File: src/rtl/gh_pkg.sv
// Shared types and default constants for the greenhouse temperature display.
package gh_pkg;

    typedef enum logic [1:0] {
        NORMAL   = 2'd0,
        PEND_ON  = 2'd1,
        ALERT    = 2'd2,
        PEND_OFF = 2'd3
    } alert_state_t;

    typedef enum logic [1:0] {
        S_OK   = 2'd0,
        S_LOW  = 2'd1,
        S_HIGH = 2'd2
    } sample_class_t;

    localparam int DEF_T_MIN = 18;
    localparam int DEF_BAR_W = 8;

endpackage

File: src/rtl/therm_encode.sv
// Combinational rounding of the averaged temperature, clamping to the display
// window, thermometer coding and LOW/OK/HIGH classification.
module therm_encode
    import gh_pkg::*;
#(
    parameter int TEMP_W = 16,
    parameter int NR_W   = 8,
    parameter int BAR_W  = DEF_BAR_W,
    parameter int T_MIN  = DEF_T_MIN
) (
    input  logic [TEMP_W-1:0] temp_q_i,
    input  logic [TEMP_W-1:0] temp_r_i,
    input  logic [NR_W-1:0]   nr_i,
    output logic [BAR_W-1:0]  code_o,
    output sample_class_t     cls_o
);

    localparam logic [TEMP_W-1:0] TMIN_C = TEMP_W'(T_MIN);
    localparam logic [TEMP_W-1:0] TMAX_C = TEMP_W'(T_MIN + BAR_W);

    logic [TEMP_W+1:0] twice_r;
    logic [TEMP_W+1:0] nr_ext;
    logic              round_up;
    logic [TEMP_W:0]   sum;
    logic [TEMP_W-1:0] t_rnd;
    logic [TEMP_W-1:0] bars;

    // 2*R is compared at TEMP_W+2 bits so it can never wrap against N.
    assign twice_r  = {1'b0, temp_r_i, 1'b0};
    assign nr_ext   = (TEMP_W+2)'(nr_i);
    assign round_up = (twice_r >= nr_ext);
    assign sum      = {1'b0, temp_q_i} + (TEMP_W+1)'(round_up);
    assign t_rnd    = sum[TEMP_W] ? {TEMP_W{1'b1}} : sum[TEMP_W-1:0];
    assign bars     = t_rnd - TMIN_C;

    always_comb begin
        code_o = '0;
        cls_o  = S_OK;
        if (t_rnd < TMIN_C) begin
            code_o = BAR_W'(1);
            cls_o  = S_LOW;
        end else if (t_rnd > TMAX_C) begin
            code_o = {BAR_W{1'b1}};
            cls_o  = S_HIGH;
        end else begin
            code_o = ~({BAR_W{1'b1}} << bars);
            cls_o  = S_OK;
        end
    end

endmodule

File: src/rtl/display_alert_ctrl.sv
// Registers the thermometer code of each averaged sample and runs the
// debounced, direction-aware over/under-temperature alert FSM.
module display_alert_ctrl
    import gh_pkg::*;
#(
    parameter int TEMP_W = 16,
    parameter int NR_W   = 8,
    parameter int BAR_W  = DEF_BAR_W,
    parameter int T_MIN  = DEF_T_MIN,
    parameter int DEB_N  = 3
) (
    input  logic              clk_i,
    input  logic              rst_i,
    input  logic              valid_i,
    input  logic [TEMP_W-1:0] temp_Q_i,
    input  logic [TEMP_W-1:0] temp_R_i,
    input  logic [NR_W-1:0]   active_sensors_nr_i,
    output logic [BAR_W-1:0]  coded_out_o,
    output logic              out_valid_o,
    output logic              alert_o,
    output logic              alert_hi_o,
    output logic              fault_o
);

    localparam int                CNT_W = $clog2(DEB_N + 1);
    localparam logic [CNT_W-1:0]  DEB_C = CNT_W'(DEB_N);

    logic [BAR_W-1:0] code_d;
    sample_class_t    cls_d;
    logic             is_hi;
    logic             nr_zero;

    alert_state_t     state_q;
    logic [CNT_W-1:0] cnt_q;
    logic [CNT_W-1:0] cnt_d;
    logic             dir_q;
    logic [BAR_W-1:0] coded_q;
    logic             out_valid_q;
    logic             alert_q;
    logic             alert_hi_q;
    logic             fault_q;

    therm_encode #(
        .TEMP_W (TEMP_W),
        .NR_W   (NR_W),
        .BAR_W  (BAR_W),
        .T_MIN  (T_MIN)
    ) u_enc (
        .temp_q_i (temp_Q_i),
        .temp_r_i (temp_R_i),
        .nr_i     (active_sensors_nr_i),
        .code_o   (code_d),
        .cls_o    (cls_d)
    );

    assign is_hi   = (cls_d == S_HIGH);
    assign nr_zero = (active_sensors_nr_i == '0);
    // Saturating increment: the count never needs to exceed DEB_N.
    assign cnt_d   = (cnt_q >= DEB_C) ? DEB_C : cnt_q + CNT_W'(1);

    always_ff @(posedge clk_i) begin
        if (rst_i) begin
            state_q     <= NORMAL;
            cnt_q       <= '0;
            dir_q       <= 1'b0;
            coded_q     <= '0;
            out_valid_q <= 1'b0;
            alert_q     <= 1'b0;
            alert_hi_q  <= 1'b0;
            fault_q     <= 1'b0;
        end else begin
            out_valid_q <= 1'b0;
            if (valid_i && nr_zero) begin
                fault_q <= 1'b1;
            end else if (valid_i) begin
                coded_q     <= code_d;
                out_valid_q <= 1'b1;
                case (state_q)
                    NORMAL: begin
                        if (cls_d == S_OK) begin
                            cnt_q <= '0;
                        end else if (DEB_N == 1) begin
                            state_q    <= ALERT;
                            cnt_q      <= '0;
                            dir_q      <= is_hi;
                            alert_q    <= 1'b1;
                            alert_hi_q <= is_hi;
                        end else begin
                            state_q <= PEND_ON;
                            cnt_q   <= CNT_W'(1);
                            dir_q   <= is_hi;
                        end
                    end
                    PEND_ON: begin
                        if (cls_d == S_OK) begin
                            state_q <= NORMAL;
                            cnt_q   <= '0;
                        end else if (is_hi != dir_q) begin
                            cnt_q <= CNT_W'(1);
                            dir_q <= is_hi;
                        end else if (cnt_d >= DEB_C) begin
                            state_q    <= ALERT;
                            cnt_q      <= '0;
                            alert_q    <= 1'b1;
                            alert_hi_q <= dir_q;
                        end else begin
                            cnt_q <= cnt_d;
                        end
                    end
                    ALERT: begin
                        if (cls_d != S_OK) begin
                            dir_q      <= is_hi;
                            alert_hi_q <= is_hi;
                        end else if (DEB_N == 1) begin
                            state_q <= NORMAL;
                            cnt_q   <= '0;
                            alert_q <= 1'b0;
                        end else begin
                            state_q <= PEND_OFF;
                            cnt_q   <= CNT_W'(1);
                        end
                    end
                    PEND_OFF: begin
                        if (cls_d != S_OK) begin
                            state_q    <= ALERT;
                            cnt_q      <= '0;
                            dir_q      <= is_hi;
                            alert_hi_q <= is_hi;
                        end else if (cnt_d >= DEB_C) begin
                            state_q <= NORMAL;
                            cnt_q   <= '0;
                            alert_q <= 1'b0;
                        end else begin
                            cnt_q <= cnt_d;
                        end
                    end
                    default: begin
                        state_q <= NORMAL;
                        cnt_q   <= '0;
                    end
                endcase
            end
        end
    end

    assign coded_out_o = coded_q;
    assign out_valid_o = out_valid_q;
    assign alert_o     = alert_q;
    assign alert_hi_o  = alert_hi_q;
    assign fault_o     = fault_q;

endmodule
File: config.mk
export PLATFORM = sky130hd
export DESIGN_NAME = display_alert_ctrl
export DESIGN_NICKNAME = d
export VERILOG_FILES = /design/src/rtl/gh_pkg.sv /design/src/rtl/therm_encode.sv /design/src/rtl/display_alert_ctrl.sv
export SDC_FILE = /design/constraint.sdc
export NUM_CORES = 1
export LEC_CHECK = 0
export BUFFER_PORTS_ARGS = -buffer_cell sky130_fd_sc_hd__buf_2
export CORE_UTILIZATION = 49
export DETAILED_ROUTE_END_ITERATION = 10
export PLACE_DENSITY = 0.79
export SYNTH_ARGS = -nofsm -noshare
export SYNTH_HDL_FRONTEND = slang
export SYNTH_SLANG_ARGS = --single-unit
File: constraint.sdc
create_clock -name clk_i -period 4 [get_ports clk_i]
set_input_delay 0 -clock clk_i [delete_from_list [all_inputs] [get_ports clk_i]]
set_output_delay 0 -clock clk_i [all_outputs]
set_load 0.005 [all_outputs]
# Yosys cells after proc, flatten, opt, wreduce, memory -nomap -nowiden
# Index checks and enable logic that the tools add are counted.
# totals
input_bits	43
reg_bits	17
output_inout_bits	12
# classes
n_reduce_logical	15
addsub	3
n_lt_le_gt_ge	5
shifts	1
eq_ne	17
n_bitwise	2
muxes	37
# ops
operator	count
$mux 2	15
$add 16x1->17	1
$ge 17x8->1	1
$gt 16x5->1 const B	1
$lt 16x5->1 const B	1
$mux 16	1
$mux 8	2
$ne 2x2->1 const B	8
$pmux 2 s4	2
$shl 8x16->8 const A	1
$sub 16x5->16 const B	1
$mux 1	14
$reduce_and 7->1	2
$ne 3x3->1 const B	3
$logic_not 8->1	1
$not 8->8	1
$reduce_and 8->1	1
$eq 2x2->1 const B	3
$reduce_and 6->1	1
$reduce_bool 2->1	3
$ge 2x2->1 const B	2
$logic_not 2->1	2
$pmux 1 s2	2
$reduce_or 2->1	2
other kinds (9)	9

# Depth between registers and ports, before layout
# depth
ltp_word	11
mapped_depth	24
ltp_nobuf	24

# Cells and area by module
# A second synthesis with hierarchy kept.
# unflattened
cells_unflattened	242
area_unflattened_um2	1831.8
# modules_own_cells
mod	instances	cells_each	seq_area_each_um2	area_each_um2
therm_encode	1	143	0.0	1009.7
display_alert_ctrl	1	99	340.3	822.0

# Least setup slack after synthesis
# OpenSTA, ideal clock, no wires.
# synth_timing
path_type	input to register
startpoint	input active_sensors_nr_i[1]
endpoint	register coded_q[5], in the netlist coded_out_o[5]
setup_ns	0.117
t_arrival_ns	3.843
path_buffers	0
path_slack_ns	0.039
cell_stages	24
cell_sequence	inv_1 > ha_1 > nor2b_1 > o21a_1 > o21a_1 > o21a_1 > o21ai_0 > nand2b_1 > a21oi_1 > o221ai_1 > ha_1 > nand4_4 > or4_4 > nand2_1 > inv_1 > ha_1 > nand2_1 > mux2i_1 > a211oi_1 > mux2i_1 > xnor2_1 > nor4_4 > o21ai_1 > a32o_1
# synth_between
elab_chain_cells	8
# synth_rtl
item	line	source
from (decl)	display_alert_ctrl.sv:17	input logic [NR_W-1:0] active_sensors_nr_i,
$ge 17x8->1	therm_encode.sv:31	assign round_up = (twice_r >= nr_ext);
$add 16x1->17	therm_encode.sv:32	assign sum = {1'b0, temp_q_i} + (TEMP_W+1)'(round_up);
$mux 16	therm_encode.sv:33	assign t_rnd = sum[TEMP_W] ? {TEMP_W{1'b1}} : sum[TEMP_W-1:0];
$sub 16x5->16	therm_encode.sv:34	assign bars = t_rnd - TMIN_C;
$shl 8x16->8	therm_encode.sv:46	code_o = ~({BAR_W{1'b1}} << bars);
$not 8->8	therm_encode.sv:46	
$mux 8	therm_encode.sv:42	end else if (t_rnd > TMAX_C) begin
$mux 8	therm_encode.sv:39	if (t_rnd < TMIN_C) begin
to (signal assigned)	display_alert_ctrl.sv:76	coded_q <= code_d;
to (decl)	display_alert_ctrl.sv:37	logic [BAR_W-1:0] coded_q;
# Parallel ways exist; a longest one is shown, timed or not.
# A chain may end at the register's enable or synchronous reset.

# Worst setup path in the final report
# layout_timing
startpoint	input active_sensors_nr_i[1]
endpoint	register coded_q[0], in the netlist coded_out_o[0]
# Same word-level chain as after synthesis.

==> impl_results.md <==
- Largest stage delay on the critical path: around 0.51 ns
- IO Pins: 55
- Fin crit period: 3.830 ns
- Residual DRC: 0
- Crit path arrival time: ~4.0 ns
- Routability congestion estimate: 0.9341
- Async S/R FF share, synth: 0%
- WL per Instance: ~15 microns
- Setup Skew: around 0.0016 ns
- Starting Density: between 50% and 60%
- GR Overflow Total: 0
- Fmax: 0.2611 GHz
- Critical Path Fanout Max: 8
- Hpwl dp: 4.349 mm
- DP Worst Slack: -0.2839 ns
- Slew Viols, Final: 0
- Final ANT Viol Nets: 0
- Hold path cells: 3
- Dpl cells: 375
- R2r setup slk: 2.59 ns
- Diode count: 0
- Fin nets: roughly 390
- All-Layer GR Usage: between 20% and 30%
- Die X: a little under 70 microns
- Seq/Total Area, Yosys: 15.88%
- Layout cells sized above 1: a little over a third
- Max_cap viols: 0
- Insertion delay to the later sink of the worst-skew pair: 0.25 ns
- Reg2Reg Depth: 5
- DR vias/cell: 6.294
- Row count: 23
- Final hold violations: 0
- PwrDens: roughly 190 mW/mm^2
- Number of global-route vias before repair: 2,041
- Min-delay src: valid_i
- Clock root cell: clkbuf_8
- Die height: 68.14 microns
- H-tree Lvls: 1
- Die ar.: ~0.0046 sq mm
- TritonCTS clock tree: done
- Worst path slowest cell: or4_4
- Initial antenna violation count: 0
- Design Power: around 0.52 mW
- Clock sink count: 17
- CTS Buf Count: 3
- CP endpoint kind: flip-flop
- Pre-Repair DR Iteration Count: 4
- WS Path Type: input pin to flip-flop
- Final setup fails: 0
- Synth Flop Type: dfxtp_1
- First-pass GRT wire length: just under 9 mm
- R2r endpoint: alert_hi_o
- Hold Crit Class: input pin to flip-flop
- Post-synthesis cell area: 0.002143 sq mm
- Fin worst setup slack: about 0.17 ns
- Final period util: 95.76%
- Leak: around 1.1 nW
- Startpoint types: input pin
- Number of port buffers: 54
- Starting DRT DRC Count: between 200 and 300
- Non-filler cells, final: roughly 380
- Final setup TNS: 0 ns
- Syn_area_per_cell: approximately 8 sq um
- Status: finished clean
- Synth cell types: 78
- Mapped Cells: 269
- Slew Limit Headroom: 66.99%
- Layout area overhead: 25.04%
- Final WL: roughly 5.8 mm
- Clock tree buffer depth: 2
- CTS clock-pin slew for the worst setup and hold paths: about 0.060 ns
- Mapped Nets: about 320
- Post-CTS Hold Buffers: 0
- WHS Endpoint: fault_o
- CORE AREA: 0.004086 sq mm
- #FFs+latches synth: 17
- Peak VDD IR: 0.2452 mV
- Req. time, crit path: ~4.1 ns
- Slew @ Worst Pin: just under 0.5 ns
- Number of synthesized flops with an enable pin: 0
- Most used cell, CP: o21a_1
- Largest net degree at the start of global routing: 20
- Ys Warns: 0
- Routed vias: 2,398
[cells in the mapped netlist (all sizes together) (4+ instances only)]
cell type   n  share of area [%]
nand2      19                3.3
inv        18                3.2
dfxtp      17                 16
nor2       17                3.0
o21ai      12                2.8
nand4      11                5.3
a21oi      10                2.3
buf        10                3.5
ha         10                5.8
nor4       10                3.9
clkbuf      8                1.4
nand3       8                1.9
o211ai      7                3.1
and3        6                1.8
a211oi      5                1.8
mux2i       5                2.3
nand2b      5                1.8
nor3        5                1.9
o21a        5                1.8
o22ai       5                1.5
xnor2       5                2.0
and2        4                1.2
and4        4                1.8
o311a       4                1.9
xor2        4                1.6
[where the power goes]
group	switching, mW	leakage, nW	internal, mW
Clock	0.0583	0.0228	0.0708
Combinational	0.112	0.969	0.0914
Sequential	0.00746	0.141	0.178
Total	0.178	1.13	0.341
[flip-flops by register name, indices dropped and copies added (netlist names), named ones only]
signal,cells
alert_hi_o,1
alert_o,1
cnt_q,2
coded_out_o,8
dir_q,1
fault_o,1
out_valid_o,1
state_q,1
[how the worst max path moves through the flow]
stage                           start             end  slack [ns]  depth (start not counted)
2_1_floorplan  active_sensors_nr_i[1]  coded_out_o[5]        0.04                         24
5_1_grt        active_sensors_nr_i[1]  coded_out_o[0]       -0.04                         26
3_5_place_dp   active_sensors_nr_i[1]  coded_out_o[4]       -0.28                         25
4_1_cts        active_sensors_nr_i[1]  coded_out_o[4]        0.05                         25
6_report       active_sensors_nr_i[1]  coded_out_o[0]        0.17                         26
3_3_place_gp   active_sensors_nr_i[1]  coded_out_o[5]       -0.10                         21
[layer usage]
metal  routed length (microns)  up-vias  track usage (%)
li1                          -     1175                -
met1                      2515     1130            32.34
met2                      2844       88            42.28
met3                       361        5            3.333
met4                        50        0            5.729
met5                         0        -                0
[per-stage QoR]
step           area (sq um)  hold WS, ns  util (%)
6_report               2680      0.01090     65.58
2_1_floorplan          2143      0.09208         -
4_1_cts                2566      0.01173     62.80
3_5_place_dp           2521       0.2758     61.70
3_3_place_gp           2521       0.2678     61.70
5_1_grt                2680      0.04828     65.58
[layout by cell type, fill, tap and decap left out, types with 4 or more instances in the layout]
| cell type | Yosys | final |
|---|---|---|
| xnor2_1 | 5 | 4 |
| nand2_1 | 19 | 18 |
| nor2_1 | 17 | 17 |
| and2_1 | 4 | 4 |
| and3_1 | 6 | 6 |
| o311a_1 | 4 | 4 |
| nor4_1 | 8 | 6 |
| nand3_1 | 8 | 8 |
| ha_1 | 10 | 8 |
| a21oi_1 | 10 | 9 |
| buf_4 | 3 | 22 |
| a211oi_1 | 5 | 4 |
| o21ai_0 | 9 | 9 |
| o211ai_1 | 6 | 6 |
| inv_1 | 18 | 18 |
| o21a_1 | 5 | 5 |
| nand4_1 | 8 | 8 |
| dfxtp_1 | 17 | 17 |
| buf_2 | 3 | 54 |
| o22ai_1 | 5 | 5 |
[final cells by class]
cell class,count,area [sq um]
Multi-Input combinational cell,215,1725
Clock buffer,4,45.04
Fill cell,346,1406
Timing Repair Buffer,76,435.4
Sequential cell,17,340.3
Inverter,19,71.32
Tap cell,50,62.56
[worst max-delay path, delay by kind of cell]
| kind | cells | cell delay (ns) |
|---|---|---|
| xor+xnor | 1 | 0.13 |
| simple gates | 8 | 1.28 |
| mux | 2 | 0.40 |
| fa+ha+maj | 3 | 0.69 |
| buf+inv | 4 | 0.38 |
| compound gates | 8 | 1.09 |
[kinds of logic (layout without fill, tap and decap cells)]
family / after synthesis / in the layout / synth area share [%]
AND/OR/NAND/NOR: 105 / 105 / 31.76
AO/OA/AOI/OAI: 84 / 84 / 31.23
multiplexers: 7 / 7 / 3.386
XOR/XNOR: 9 / 9 / 3.677
adder cells (fa/ha/maj): 10 / 10 / 5.838
flip-flops: 17 / 17 / 15.88
buffers and inverters: 37 / 99 / 8.230
[repair_timing]
item / CTS / global route
pin swaps: 1 / 10
setup endpoints to repair: 3 / 13
setup buffers: 0 / 2
resized for setup: 0 / 21
No activity file was read; power rests on OpenSTA's default activity.
